==> config.mk <==
export PLATFORM = sky130hd
export DESIGN_NAME = sram_scan_ctrl
export DESIGN_NICKNAME = d
export VERILOG_FILES = /design/src/rtl/sram_scan_pkg.sv /design/src/rtl/scan_frame_reg.sv /design/src/rtl/sram_scan_ctrl.sv
export SDC_FILE = /design/constraint.sdc
export NUM_CORES = 1
export LEC_CHECK = 0
export CORE_AREA = 2 2 323 325
export CTS_BUF_LIST = sky130_fd_sc_hd__clkbuf_8
export CTS_CLUSTER_SIZE = 20
export DETAILED_ROUTE_END_ITERATION = 16
export DIE_AREA = 0 0 325 327
export RECOVER_POWER = 25
export SYNTH_ARGS = -nofsm -noshare
export SYNTH_HDL_FRONTEND = slang
export SYNTH_HIERARCHICAL = 1
export SYNTH_SLANG_ARGS = --single-unit
==> constraint.sdc <==
create_clock -name clk -period 2.46 [get_ports clk]
set_input_delay 0.492 -clock clk [delete_from_list [all_inputs] [get_ports clk]]
set_output_delay 0.492 -clock clk [all_outputs]
set_load 0.01 [all_outputs]
==> src/rtl/sram_scan_pkg.sv <==
// sram_scan_pkg: shared widths, frame layout, FSM encoding and slot-validity
// helper for the GPIO scan SRAM controller.
package sram_scan_pkg;

  localparam int unsigned NUM_SRAM = 11;
  localparam logic [NUM_SRAM-1:0] INVALID_MASK = 11'b000_1000_0000;
  localparam int unsigned SEL_W    = 4;
  localparam int unsigned ADDR_W   = 16;
  localparam int unsigned DATA_W   = 32;
  localparam int unsigned WMASK_W  = 4;
  localparam int unsigned READ_LAT = 1;

  localparam int unsigned PORT_W  = ADDR_W + DATA_W + 2 + WMASK_W;
  localparam int unsigned FRAME_W = SEL_W + 2 * PORT_W;

  // LSB offsets of each frame field (bit 0 is the last bit shifted in)
  localparam int unsigned WMASK1_LSB = 0;
  localparam int unsigned WEB1_BIT   = WMASK1_LSB + WMASK_W;
  localparam int unsigned CSB1_BIT   = WEB1_BIT + 1;
  localparam int unsigned DIN1_LSB   = CSB1_BIT + 1;
  localparam int unsigned ADDR1_LSB  = DIN1_LSB + DATA_W;
  localparam int unsigned WMASK0_LSB = ADDR1_LSB + ADDR_W;
  localparam int unsigned WEB0_BIT   = WMASK0_LSB + WMASK_W;
  localparam int unsigned CSB0_BIT   = WEB0_BIT + 1;
  localparam int unsigned DIN0_LSB   = CSB0_BIT + 1;
  localparam int unsigned ADDR0_LSB  = DIN0_LSB + DATA_W;
  localparam int unsigned SEL_LSB    = ADDR0_LSB + ADDR_W;

  // Latency counter holds 0..READ_LAT-1
  localparam int unsigned LAT_W = (READ_LAT > 1) ? $clog2(READ_LAT) : 1;

  typedef struct packed {
    logic [ADDR_W-1:0]  addr;
    logic [DATA_W-1:0]  din;
    logic               csb;
    logic               web;
    logic [WMASK_W-1:0] wmask;
  } port_fields_t;

  typedef struct packed {
    logic [SEL_W-1:0] sel;
    port_fields_t     p0;
    port_fields_t     p1;
  } frame_t;

  typedef enum logic [1:0] {
    ST_IDLE    = 2'd0,
    ST_ACCESS  = 2'd1,
    ST_WAIT    = 2'd2,
    ST_CAPTURE = 2'd3
  } state_e;

  // Slot is usable: in range and populated with a macro
  function automatic logic sel_valid(input logic [SEL_W-1:0] sel);
    logic [(2**SEL_W)-1:0] bad;
    bad = {{((2**SEL_W) - NUM_SRAM){1'b1}}, INVALID_MASK};
    return ~bad[sel];
  endfunction

endpackage

==> src/rtl/scan_frame_reg.sv <==
// scan_frame_reg: FRAME_W-bit command/response shift register.
// Ports:
//   clk, rst_n        clock, async active-low reset
//   scan_en, scan_in  shift enable (priority) and serial input, MSB-first
//   load_en           replace both din fields with load_din0/load_din1
//   frame             parallel view of the register
//   scan_out          serial output, frame MSB
module scan_frame_reg
  import sram_scan_pkg::*;
(
  input  logic               clk,
  input  logic               rst_n,
  input  logic               scan_en,
  input  logic               scan_in,
  input  logic               load_en,
  input  logic [DATA_W-1:0]  load_din0,
  input  logic [DATA_W-1:0]  load_din1,
  output logic [FRAME_W-1:0] frame,
  output logic               scan_out
);

  logic [FRAME_W-1:0] frame_d, frame_q;

  // Shift wins over load; load touches only the din fields
  always_comb begin
    frame_d = frame_q;
    if (scan_en) begin
      frame_d = {frame_q[FRAME_W-2:0], scan_in};
    end else if (load_en) begin
      frame_d[DIN0_LSB +: DATA_W] = load_din0;
      frame_d[DIN1_LSB +: DATA_W] = load_din1;
    end
  end

  always_ff @(posedge clk or negedge rst_n) begin
    if (!rst_n) frame_q <= '0;
    else        frame_q <= frame_d;
  end

  assign frame    = frame_q;
  assign scan_out = frame_q[FRAME_W-1];

endmodule

==> src/rtl/sram_scan_ctrl.sv <==
// sram_scan_ctrl: scan-protocol responder driving an array of SRAM macros.
// A shifted-in frame selects a slot and per-port addr/din/csb/web/wmask; a
// global_csb low strobe issues one access, reads are captured and can be
// loaded back into the frame's din fields for shifting out.
// Ports:
//   clk, resetn               clock, async active-low reset
//   scan_en, scan_in/out      serial frame access
//   sram_load                 load captured read data into the frame
//   global_csb                active-low access strobe (edge-qualified)
//   sram_csb0/1               per-slot chip selects, active low
//   sram_web/wmask/addr/din*  broadcast port controls
//   sram_dout0/1              flattened per-slot read data
//   busy, sel_err             FSM active, last strobe hit an invalid slot
module sram_scan_ctrl
  import sram_scan_pkg::*;
(
  input  logic                       clk,
  input  logic                       resetn,
  input  logic                       scan_en,
  input  logic                       scan_in,
  output logic                       scan_out,
  input  logic                       sram_load,
  input  logic                       global_csb,
  output logic [NUM_SRAM-1:0]        sram_csb0,
  output logic [NUM_SRAM-1:0]        sram_csb1,
  output logic                       sram_web0,
  output logic                       sram_web1,
  output logic [WMASK_W-1:0]         sram_wmask0,
  output logic [WMASK_W-1:0]         sram_wmask1,
  output logic [ADDR_W-1:0]          sram_addr0,
  output logic [ADDR_W-1:0]          sram_addr1,
  output logic [DATA_W-1:0]          sram_din0,
  output logic [DATA_W-1:0]          sram_din1,
  input  logic [NUM_SRAM*DATA_W-1:0] sram_dout0,
  input  logic [NUM_SRAM*DATA_W-1:0] sram_dout1,
  output logic                       busy,
  output logic                       sel_err
);

  state_e               state_d, state_q;
  logic [SEL_W-1:0]     sel_d, sel_q;
  logic                 rd0_d, rd0_q, rd1_d, rd1_q;
  logic [LAT_W-1:0]     cnt_d, cnt_q;
  logic                 armed_d, armed_q;
  logic                 load_pend_d, load_pend_q;
  logic [DATA_W-1:0]    dout0_d, dout0_q, dout1_d, dout1_q;
  logic [NUM_SRAM-1:0]  csb0_d, csb0_q, csb1_d, csb1_q;
  logic                 web0_d, web0_q, web1_d, web1_q;
  logic [WMASK_W-1:0]   wmask0_d, wmask0_q, wmask1_d, wmask1_q;
  logic [ADDR_W-1:0]    addr0_d, addr0_q, addr1_d, addr1_q;
  logic [DATA_W-1:0]    din0_d, din0_q, din1_d, din1_q;
  logic                 busy_d, busy_q, sel_err_d, sel_err_q;

  logic [FRAME_W-1:0]   frame;
  frame_t               fr;
  logic                 load_en, load_req, strobe;
  logic [DATA_W-1:0]    ld0, ld1, dsel0, dsel1;

  assign fr = frame_t'(frame);

  scan_frame_reg u_frame (
    .clk       (clk),
    .rst_n     (resetn),
    .scan_en   (scan_en),
    .scan_in   (scan_in),
    .load_en   (load_en),
    .load_din0 (ld0),
    .load_din1 (ld1),
    .frame     (frame),
    .scan_out  (scan_out)
  );

  // Read-data mux for the snapshotted slot
  always_comb begin
    dsel0 = '0;
    dsel1 = '0;
    for (int k = 0; k < NUM_SRAM; k++) begin
      if (sel_q == SEL_W'(k)) begin
        dsel0 = sram_dout0[k*DATA_W +: DATA_W];
        dsel1 = sram_dout1[k*DATA_W +: DATA_W];
      end
    end
  end

  // Next-state and output logic
  always_comb begin
    state_d     = state_q;
    sel_d       = sel_q;
    rd0_d       = rd0_q;
    rd1_d       = rd1_q;
    cnt_d       = cnt_q;
    armed_d     = armed_q;
    load_pend_d = load_pend_q;
    dout0_d     = dout0_q;
    dout1_d     = dout1_q;
    csb0_d      = csb0_q;
    csb1_d      = csb1_q;
    web0_d      = web0_q;
    web1_d      = web1_q;
    wmask0_d    = wmask0_q;
    wmask1_d    = wmask1_q;
    addr0_d     = addr0_q;
    addr1_d     = addr1_q;
    din0_d      = din0_q;
    din1_d      = din1_q;
    sel_err_d   = sel_err_q;
    load_en     = 1'b0;
    ld0         = dout0_q;
    ld1         = dout1_q;

    load_req = sram_load && !scan_en;
    strobe   = (state_q == ST_IDLE) && !scan_en && !global_csb && armed_q;

    // Seeing global_csb high re-arms the strobe
    if (global_csb) armed_d = 1'b1;
    if (scan_en)    load_pend_d = 1'b0;

    unique case (state_q)
      ST_IDLE: begin
        if (load_req) load_en = 1'b1;
        if (strobe) begin
          armed_d = 1'b0;
          if (sel_valid(fr.sel)) begin
            sel_err_d = 1'b0;
            sel_d     = fr.sel;
            rd0_d     = ~fr.p0.csb & fr.p0.web;
            rd1_d     = ~fr.p1.csb & fr.p1.web;
            addr0_d   = fr.p0.addr;
            addr1_d   = fr.p1.addr;
            din0_d    = fr.p0.din;
            din1_d    = fr.p1.din;
            web0_d    = fr.p0.web;
            web1_d    = fr.p1.web;
            wmask0_d  = fr.p0.wmask;
            wmask1_d  = fr.p1.wmask;
            for (int k = 0; k < NUM_SRAM; k++) begin
              csb0_d[k] = (fr.sel == SEL_W'(k)) ? fr.p0.csb : 1'b1;
              csb1_d[k] = (fr.sel == SEL_W'(k)) ? fr.p1.csb : 1'b1;
            end
            state_d = ST_ACCESS;
          end else begin
            sel_err_d = 1'b1;
          end
        end
      end
      ST_ACCESS: begin
        csb0_d  = '1;
        csb1_d  = '1;
        cnt_d   = '0;
        state_d = (rd0_q || rd1_q) ? ST_WAIT : ST_IDLE;
        if (load_req) load_pend_d = 1'b1;
      end
      ST_WAIT: begin
        if (load_req) load_pend_d = 1'b1;
        if (cnt_q == LAT_W'(READ_LAT - 1)) state_d = ST_CAPTURE;
        else                               cnt_d   = cnt_q + LAT_W'(1);
      end
      ST_CAPTURE: begin
        if (rd0_q) dout0_d = dsel0;
        if (rd1_q) dout1_d = dsel1;
        // Bypass so a load this cycle sees the data being captured
        ld0         = dout0_d;
        ld1         = dout1_d;
        load_en     = load_req || (load_pend_q && !scan_en);
        load_pend_d = 1'b0;
        state_d     = ST_IDLE;
      end
      default: state_d = ST_IDLE;
    endcase

    busy_d = (state_d != ST_IDLE);
  end

  always_ff @(posedge clk or negedge resetn) begin
    if (!resetn) begin
      state_q     <= ST_IDLE;
      sel_q       <= '0;
      rd0_q       <= 1'b0;
      rd1_q       <= 1'b0;
      cnt_q       <= '0;
      armed_q     <= 1'b1;
      load_pend_q <= 1'b0;
      dout0_q     <= '0;
      dout1_q     <= '0;
      csb0_q      <= '1;
      csb1_q      <= '1;
      web0_q      <= 1'b1;
      web1_q      <= 1'b1;
      wmask0_q    <= '0;
      wmask1_q    <= '0;
      addr0_q     <= '0;
      addr1_q     <= '0;
      din0_q      <= '0;
      din1_q      <= '0;
      busy_q      <= 1'b0;
      sel_err_q   <= 1'b0;
    end else begin
      state_q     <= state_d;
      sel_q       <= sel_d;
      rd0_q       <= rd0_d;
      rd1_q       <= rd1_d;
      cnt_q       <= cnt_d;
      armed_q     <= armed_d;
      load_pend_q <= load_pend_d;
      dout0_q     <= dout0_d;
      dout1_q     <= dout1_d;
      csb0_q      <= csb0_d;
      csb1_q      <= csb1_d;
      web0_q      <= web0_d;
      web1_q      <= web1_d;
      wmask0_q    <= wmask0_d;
      wmask1_q    <= wmask1_d;
      addr0_q     <= addr0_d;
      addr1_q     <= addr1_d;
      din0_q      <= din0_d;
      din1_q      <= din1_d;
      busy_q      <= busy_d;
      sel_err_q   <= sel_err_d;
    end
  end

  assign sram_csb0   = csb0_q;
  assign sram_csb1   = csb1_q;
  assign sram_web0   = web0_q;
  assign sram_web1   = web1_q;
  assign sram_wmask0 = wmask0_q;
  assign sram_wmask1 = wmask1_q;
  assign sram_addr0  = addr0_q;
  assign sram_addr1  = addr1_q;
  assign sram_din0   = din0_q;
  assign sram_din1   = din1_q;
  assign busy        = busy_q;
  assign sel_err     = sel_err_q;

endmodule

==> flow_summary.toml, run 1 <==
[timing]
fmax_mhz = 401.5
clock_skew_ps = 45.08
tightest_slew_ps = 1292
fin_crit_ps = 2491
layout_setup_ws_ps = -30.79
rsz0062_at_grt = "true"
slew_violations = 0
finalSetupViolCount = 5
relSlewSlack_pct = 13.89
min_period_over_period_pct = 101.3
hold_viol = 0

[worst_setup_path]
cp-start-kind = "flip-flop"
cp_cell_sequence = "buf_8 > nor3b_4 > buf_12 > buf_12 > buf_16 > a21oi_1 > o221a_1 > o32ai_2 > mux2i_1 > o21ai_0"
slowest_stage = "dfrtp_4"
critPathRequiredTime_ps = 2990
crit_type = "flip-flop to flip-flop"
cpMostUsedCell = "buf_12"
r2r_end = "u_frame/frame[14]"
cp.arrival_ps = 3020
timing.rr.start = "sel_q[0]"
cp-startpoint = "sel_q[0]"
r2r_setup_slack_ps = -30
cp-end-kind = "flip-flop"
crit_fanout = 8
slowest_delay_ps = 570
r2r_cells = 10

[grt]
grt_pass1_wl_um = 169500
grtUsageTotal_pct = 22.38
grt_max_degree = 126
antenna_found_initial = 34
grt.overflow.total = 0
grt_pass1_vias = 21632

[final_layout]
drive_above_1_share_pct = 24.64
fin_nets = 3556
fin_cells = 4287
final_cell_area_mm2 = 0.03385
areaGrowthSynthToFinish_pct = 72.13
fin_util_pct = 32.90

[power]
clockPowerShare_pct = 18.2
finalPower_mw = 33.16
sw_frac_of_total_pct = 41.56
p_sw_mw = 13.78
power.density_mw_per_mm2 = 979.6
ir_drop_mv = 0.6092
p_int_mw = 19.38
p_leak_nw = 13.11
pwr-share-comb_pct = 56.1
seqPwrFrac_pct = 25.6

[yosys]
synth_cells = 1872
synth_flop_cell = "dfrtp_1"
synth_largest_area_cell = "dfrtp_1"
ys_ff_latch = 316
synth_area_leaders = "dfrtp_1 (37%), mux2_2 (9.7%), mux2i_1 (7.7%)"
synth_cell_type_count = 64
yosysWarningCount = 6
syn_nets = 2586
synth.cell_area_mm2 = 0.01967
async_flop_share_pct = 100.0
synth_edf_count = 0
ys_seq_area_share_pct = 40.37
synth_top_area_share_pct = 37.03
avgSynthCellArea_um2 = 10.51

[cts]
cts_root_buf = "clkbuf_8"
cts.sinks = 316
clkLatencyLatePin_ps = 660
cts_buffer_depth = 3
cts-buffers-inserted = 66
clkTransAtPathRegs_ps = 70
cts_tree = "built"
htreeDepth = 3

[floorplan]
dieArea_mm2 = 0.1063
fp.dieH_um = 327
die_width_um = 325
rows = 118
io_pins = 841
core_mm2 = 0.1029
start_util_pct = 19.11

[worst_hold_path]
timing.hold.worst_endpoint = "u_frame/frame[68]"
hold-path-cell-count = 2
min_from = "scan_en"
hold_class = "input pin to flip-flop"

[drt]
drcViolationCount = 0
postRouteWirelength_um = 125100
vias = 20984
drt_iter0_markers = 1545
dr.pass1.iters = 5
wl_per_cell_um = 29.17
vias_per_cell = 4.895
drtAntennaViolNets = 0

[run_status]
violations = "negative setup slack"
status = "complete, but fails checks"

[run]
max-cap-violations = 0

[placed_design]
dp_cells = 4119
portBuffers = 840
place_congestion = 0.9186
pre_cts_ws_ps = -407.3
dpl.hpwl_um = 98870
place_area_mm2 = 0.03122
-- registers in the layout, indices dropped and copies added, names as in the netlist, 11 cells and up --
name           count
dout0_q           32
dout1_q           32
sram_addr0        16
sram_addr1        16
sram_csb0         11
sram_csb1         11
sram_din0         32
sram_din1         32
u_frame/frame    112
-- metrics by stage --
stage	hold slack [ps]	setup TNS, ps
floorplan	196.4	0
detailed placement	478.5	-3751
global placement	470.6	-2952
CTS	92.45	-916.8
finish	165.8	-97.94
global route	134.8	-2470
-- placed cells by master, fill, tap and decap left out, drive strengths merged, types with 35 or more instances in the layout --
cell type      count
nor2              82
o221a             35
o21ai            171
mux2             178
nand2            179
a32o              35
a21oi             72
mux4              35
inv               43
mux2i            152
clkbuf            96
a221oi            37
clkdlybuf4s50    837
o32ai             42
buf              244
dfrtp            291
o22ai             94
-- power by group through the flow --
stage / clock [mW] / combinational (mW) / sequential [mW]
CTS: 6.27 / 17.6 / 8.55
global placement: 0 / 16.9 / 8.57
floorplan: 0 / 8.00 / 8.33
detailed placement: 0 / 16.9 / 8.61
finish: 6.05 / 18.6 / 8.49
global route: 6.50 / 19.7 / 8.73
-- worst max-delay path, delay by kind of cell (launching register included) --
| kind | cells | cell delay (ps) |
|---|---|---|
| compound gates | 4 | 800 |
| buf+inv | 4 | 610 |
| flops | 1 | 570 |
| simple gates | 1 | 230 |
| mux | 1 | 110 |
-- logic make-up (layout without fill, tap and decap cells) --
group	Yosys count	after routing	synth area share (%)
fa+ha+maj	4	4	0.2545
other cells	0	13	0
flops	316	316	40.37
compound gates	620	620	23.32
buf+inv	215	1237	5.910
simple gates	352	352	8.054
mux	365	365	22.09
-- layout make-up --
| type | count | area [um^2] |
|---|---|---|
| repair buffers | 1097 | 11370 |
| flip-flops and latches | 316 | 7950 |
| fillers | 10569 | 69050 |
| inverters | 20 | 75.07 |
| multi-input cells | 1341 | 11270 |
| clock buffers | 83 | 1142 |
| diodes | 13 | 32.53 |
| well taps | 1380 | 1727 |
| clock inverters | 37 | 289.0 |
-- how the worst max path moves through the flow --
| stage | end | slack [ps] | cells past startpoint |
|---|---|---|---|
| 2_1_floorplan | sram_din0[27] | 390 | 8 |
| 3_3_place_gp | u_frame/frame[28] | -380 | 8 |
| 3_5_place_dp | u_frame/frame[28] | -410 | 8 |
| 4_1_cts | u_frame/frame[66] | -120 | 8 |
| 5_1_grt | u_frame/frame[61] | -110 | 11 |
| 6_report | u_frame/frame[14] | -30 | 10 |
-- Yosys cell counts (11+ instances only) --
| cell | count |
|---|---|
| dfrtp_1 | 291 |
| nand2_1 | 179 |
| mux2_2 | 170 |
| o21ai_0 | 164 |
| mux2i_1 | 152 |
| o22ai_1 | 94 |
| clkbuf_1 | 90 |
| nor2_1 | 79 |
| a21oi_1 | 72 |
| buf_2 | 58 |
| a221oi_1 | 37 |
| a32o_1 | 35 |
| mux4_2 | 35 |
| o221a_1 | 30 |
| o32ai_2 | 30 |
| dfstp_2 | 25 |
| inv_1 | 20 |
| buf_6 | 19 |
| nand2b_1 | 19 |
| a22oi_1 | 18 |
| a311o_1 | 17 |
| or3_1 | 16 |
| a311oi_1 | 15 |
| a32oi_1 | 15 |
| buf_4 | 15 |
| and2_1 | 13 |
| a31oi_1 | 12 |
| o32ai_1 | 12 |
| nor3_1 | 11 |
-- what timing repair did --
| item | in CTS | in global routing |
|---|---|---|
| hold buffers | 1 | 0 |
| cloned | 3 | 4 |
| resized for setup | 51 | 104 |
| endpoints found under the hold margin | 40 | 0 |
| setup buffers | 4 | 27 |
| pin swaps | 23 | 42 |
| endpoints found under the setup margin | 39 | 63 |
-- per-layer routing --
layer / vias to the layer above / share of wire, % / global-route usage, %
li1: 9188 / - / -
met5: - / 0.17 / 0
met2: 968 / 46 / 35.87
met1: 10583 / 42 / 28.34
met4: 34 / 2.8 / 6.260
met3: 211 / 9.5 / 7.981
Power figures use the tool's default switching activity.
==> run 2, diff against run 1 <==
--- a/config.mk
+++ b/config.mk
@@ -5,12 +5,13 @@
 export SDC_FILE = /design/constraint.sdc
 export NUM_CORES = 1
 export LEC_CHECK = 0
-export CORE_AREA = 2 2 323 325
+export CORE_AREA = 3 3 329 331
 export CTS_BUF_LIST = sky130_fd_sc_hd__clkbuf_8
 export CTS_CLUSTER_SIZE = 20
 export DETAILED_ROUTE_END_ITERATION = 16
-export DIE_AREA = 0 0 325 327
+export DIE_AREA = 0 0 332 334
 export RECOVER_POWER = 25
+export SETUP_SLACK_MARGIN = 0.15
 export SYNTH_ARGS = -nofsm -noshare
 export SYNTH_HDL_FRONTEND = slang
 export SYNTH_HIERARCHICAL = 1
==> constraint.sdc (replaced) <==
create_clock -name clk -period 3.15 [get_ports clk]
set_input_delay 0.63 -clock clk [delete_from_list [all_inputs] [get_ports clk]]
set_output_delay 0.63 -clock clk [all_outputs]
set_load 0.01 [all_outputs]
==> run 2 against run 1 <==
The flow finishes with violations (max-capacitance violations, max-slew violations). Sequential cell count unchanged. Fmax is 14% lower. Worst setup slack improved by 300 ps.
==> flow_summary.toml, run 2 (synthesized netlist as in run 1, its figures left out) <==
[grt]
grt_pass1_wl_um = 172600
grt_max_degree = 85
antenna_found_initial = 51
grt.overflow.total = 0
grt_pass1_vias = 21111
grtUsageTotal_pct = 22.00

[run]
max-cap-violations = 1

[timing]
min_period_over_period_pct = 91.47
fmax_mhz = 347.1
tns_ps = 0
hold_viol = 0
finalSetupViolCount = 0
relSlewSlack_pct = -5.634
tightest_slew_ps = 1585
slew_violations = 30
rsz0062_at_grt = "false"
clock_skew_ps = 32.66
hold_slack_ps = 487.5
fin_crit_ps = 2881

[cts]
cts_tree = "built"
cts_buffer_depth = 3
cts_root_buf = "clkbuf_8"
cts.sinks = 316
clkLatencyLatePin_ps = 660
clkTransAtPathRegs_ps = 60
htreeDepth = 3
cts-buffers-inserted = 66

[floorplan]
rows = 119
core_mm2 = 0.1054
dieArea_mm2 = 0.1109
start_util_pct = 18.66
die_width_um = 332
fp.dieH_um = 334
io_pins = 841

[worst_setup_path]
critPathRequiredTime_ps = 3650
cp-start-kind = "flip-flop"
crit_type = "flip-flop to flip-flop"
cp.arrival_ps = 3380
crit_fanout = 33
cp-end-kind = "flip-flop"

[final_layout]
seq_area_mm2 = 0.007948
layout_common_cells = "clkdlybuf4s50_1 (838), dfrtp_1 (288), nand2_1 (179)"
fillers = 11185
multi_input_area_mm2 = 0.01063
layout_commonest_cell = "clkdlybuf4s50_1"
areaGrowthSynthToFinish_pct = 58.88
fin_cells = 4150
largest_reg_flops = 112
fin_nets = 3400
drive_above_1_share_pct = 17.44

[placed_design]
dpl.hpwl_um = 100100
dp_cells = 4008
place_congestion = 0.9179
portBuffers = 840

[drt]
drtAntennaViolNets = 0
vias = 20542
postRouteWirelength_um = 127100
drt_iter0_markers = 1662
dr.pass1.iters = 5
wl_per_cell_um = 30.62
drcViolationCount = 0
vias_per_cell = 4.950

[run_status]
status = "complete, but fails checks"
violations = "max-capacitance violations, max-slew violations"

[power]
pwr-share-comb_pct = 52.3
clockPowerShare_pct = 19.5
power.density_mw_per_mm2 = 754.7
p_leak_nw = 11.91
ir_drop_mv = 0.6538
finalPower_mw = 23.58
p_int_mw = 13.47
sw_frac_of_total_pct = 42.87
seqPwrFrac_pct = 28.3
p_sw_mw = 10.11

[worst_hold_path]
hold_class = "flip-flop to flip-flop"
## run 2: timing repair
item / CTS / global route
hold buffers: 1 / 0
endpoints found under the setup margin: 0 / 1
hold endpoints to repair: 59 / 0
resized for setup: 0 / 1
buffers inserted: 0 / 0
## run 2: critical path: stages (launching register included)
cell       delay [ps]
dfrtp_1           340
buf_4             270
nand2b_4          250
buf_4             490
nor2_1            210
a2111oi_0         700
o31ai_1           190
mux2i_1           180
o21ai_0            90
## run 2: metal layers
layer	track usage, %	vias to the layer above	wire (um)
met5	0	-	151
met4	7.414	22	4332
met3	7.238	206	12240
met2	35.81	1070	58540
met1	27.38	10363	51830
li1	-	8881	-
## run 2: worst paths after layout
kind                       startpoint           endpoint  slack (ps)  cells after the start
hold / removal                armed_q            armed_q         490                      2
max in group asynchronous      resetn      sram_din0[12]         620                      3
setup reg to reg             sel_q[3]  u_frame/frame[18]         270                      8
setup / recovery             sel_q[3]  u_frame/frame[18]         270                      8
hold reg to reg               armed_q            armed_q         490                      2
min in group asynchronous      resetn      sram_din1[17]         560                      2
## run 2: per-stage QoR
step | setup WS (ps) | util, % | cell area [um^2]
after detailed placement | 170.8 | 28.37 | 29910
after global routing | 154.2 | 29.61 | 31210
after floorplan | 1080 | - | 19670
final | 268.6 | 29.64 | 31250
after global placement | 135.5 | 28.37 | 29910
after CTS | 156.4 | 29.66 | 31270
## run 2: area by class of cell
class / instances / share of cell area (%)
Multi-Input combinational cell: 1341 / 34.02
Timing Repair Buffer: 941 / 30.23
Sequential cell: 316 / 25.44
Tap cell: 1391 / 5.570
Clock buffer: 75 / 3.304
Clock inverter: 42 / 1.009
Inverter: 20 / 0.2403
Antenna cell: 24 / 0.1922
## run 2: power by group through the flow
stage	registers, mW	clock network [mW]	logic (mW)
after global routing	6.85	4.95	13.1
after global placement	6.69	0	12.4
after CTS	6.68	4.78	12.5
after floorplan	6.51	0	6.24
after detailed placement	6.72	0	12.4
final	6.66	4.59	12.3
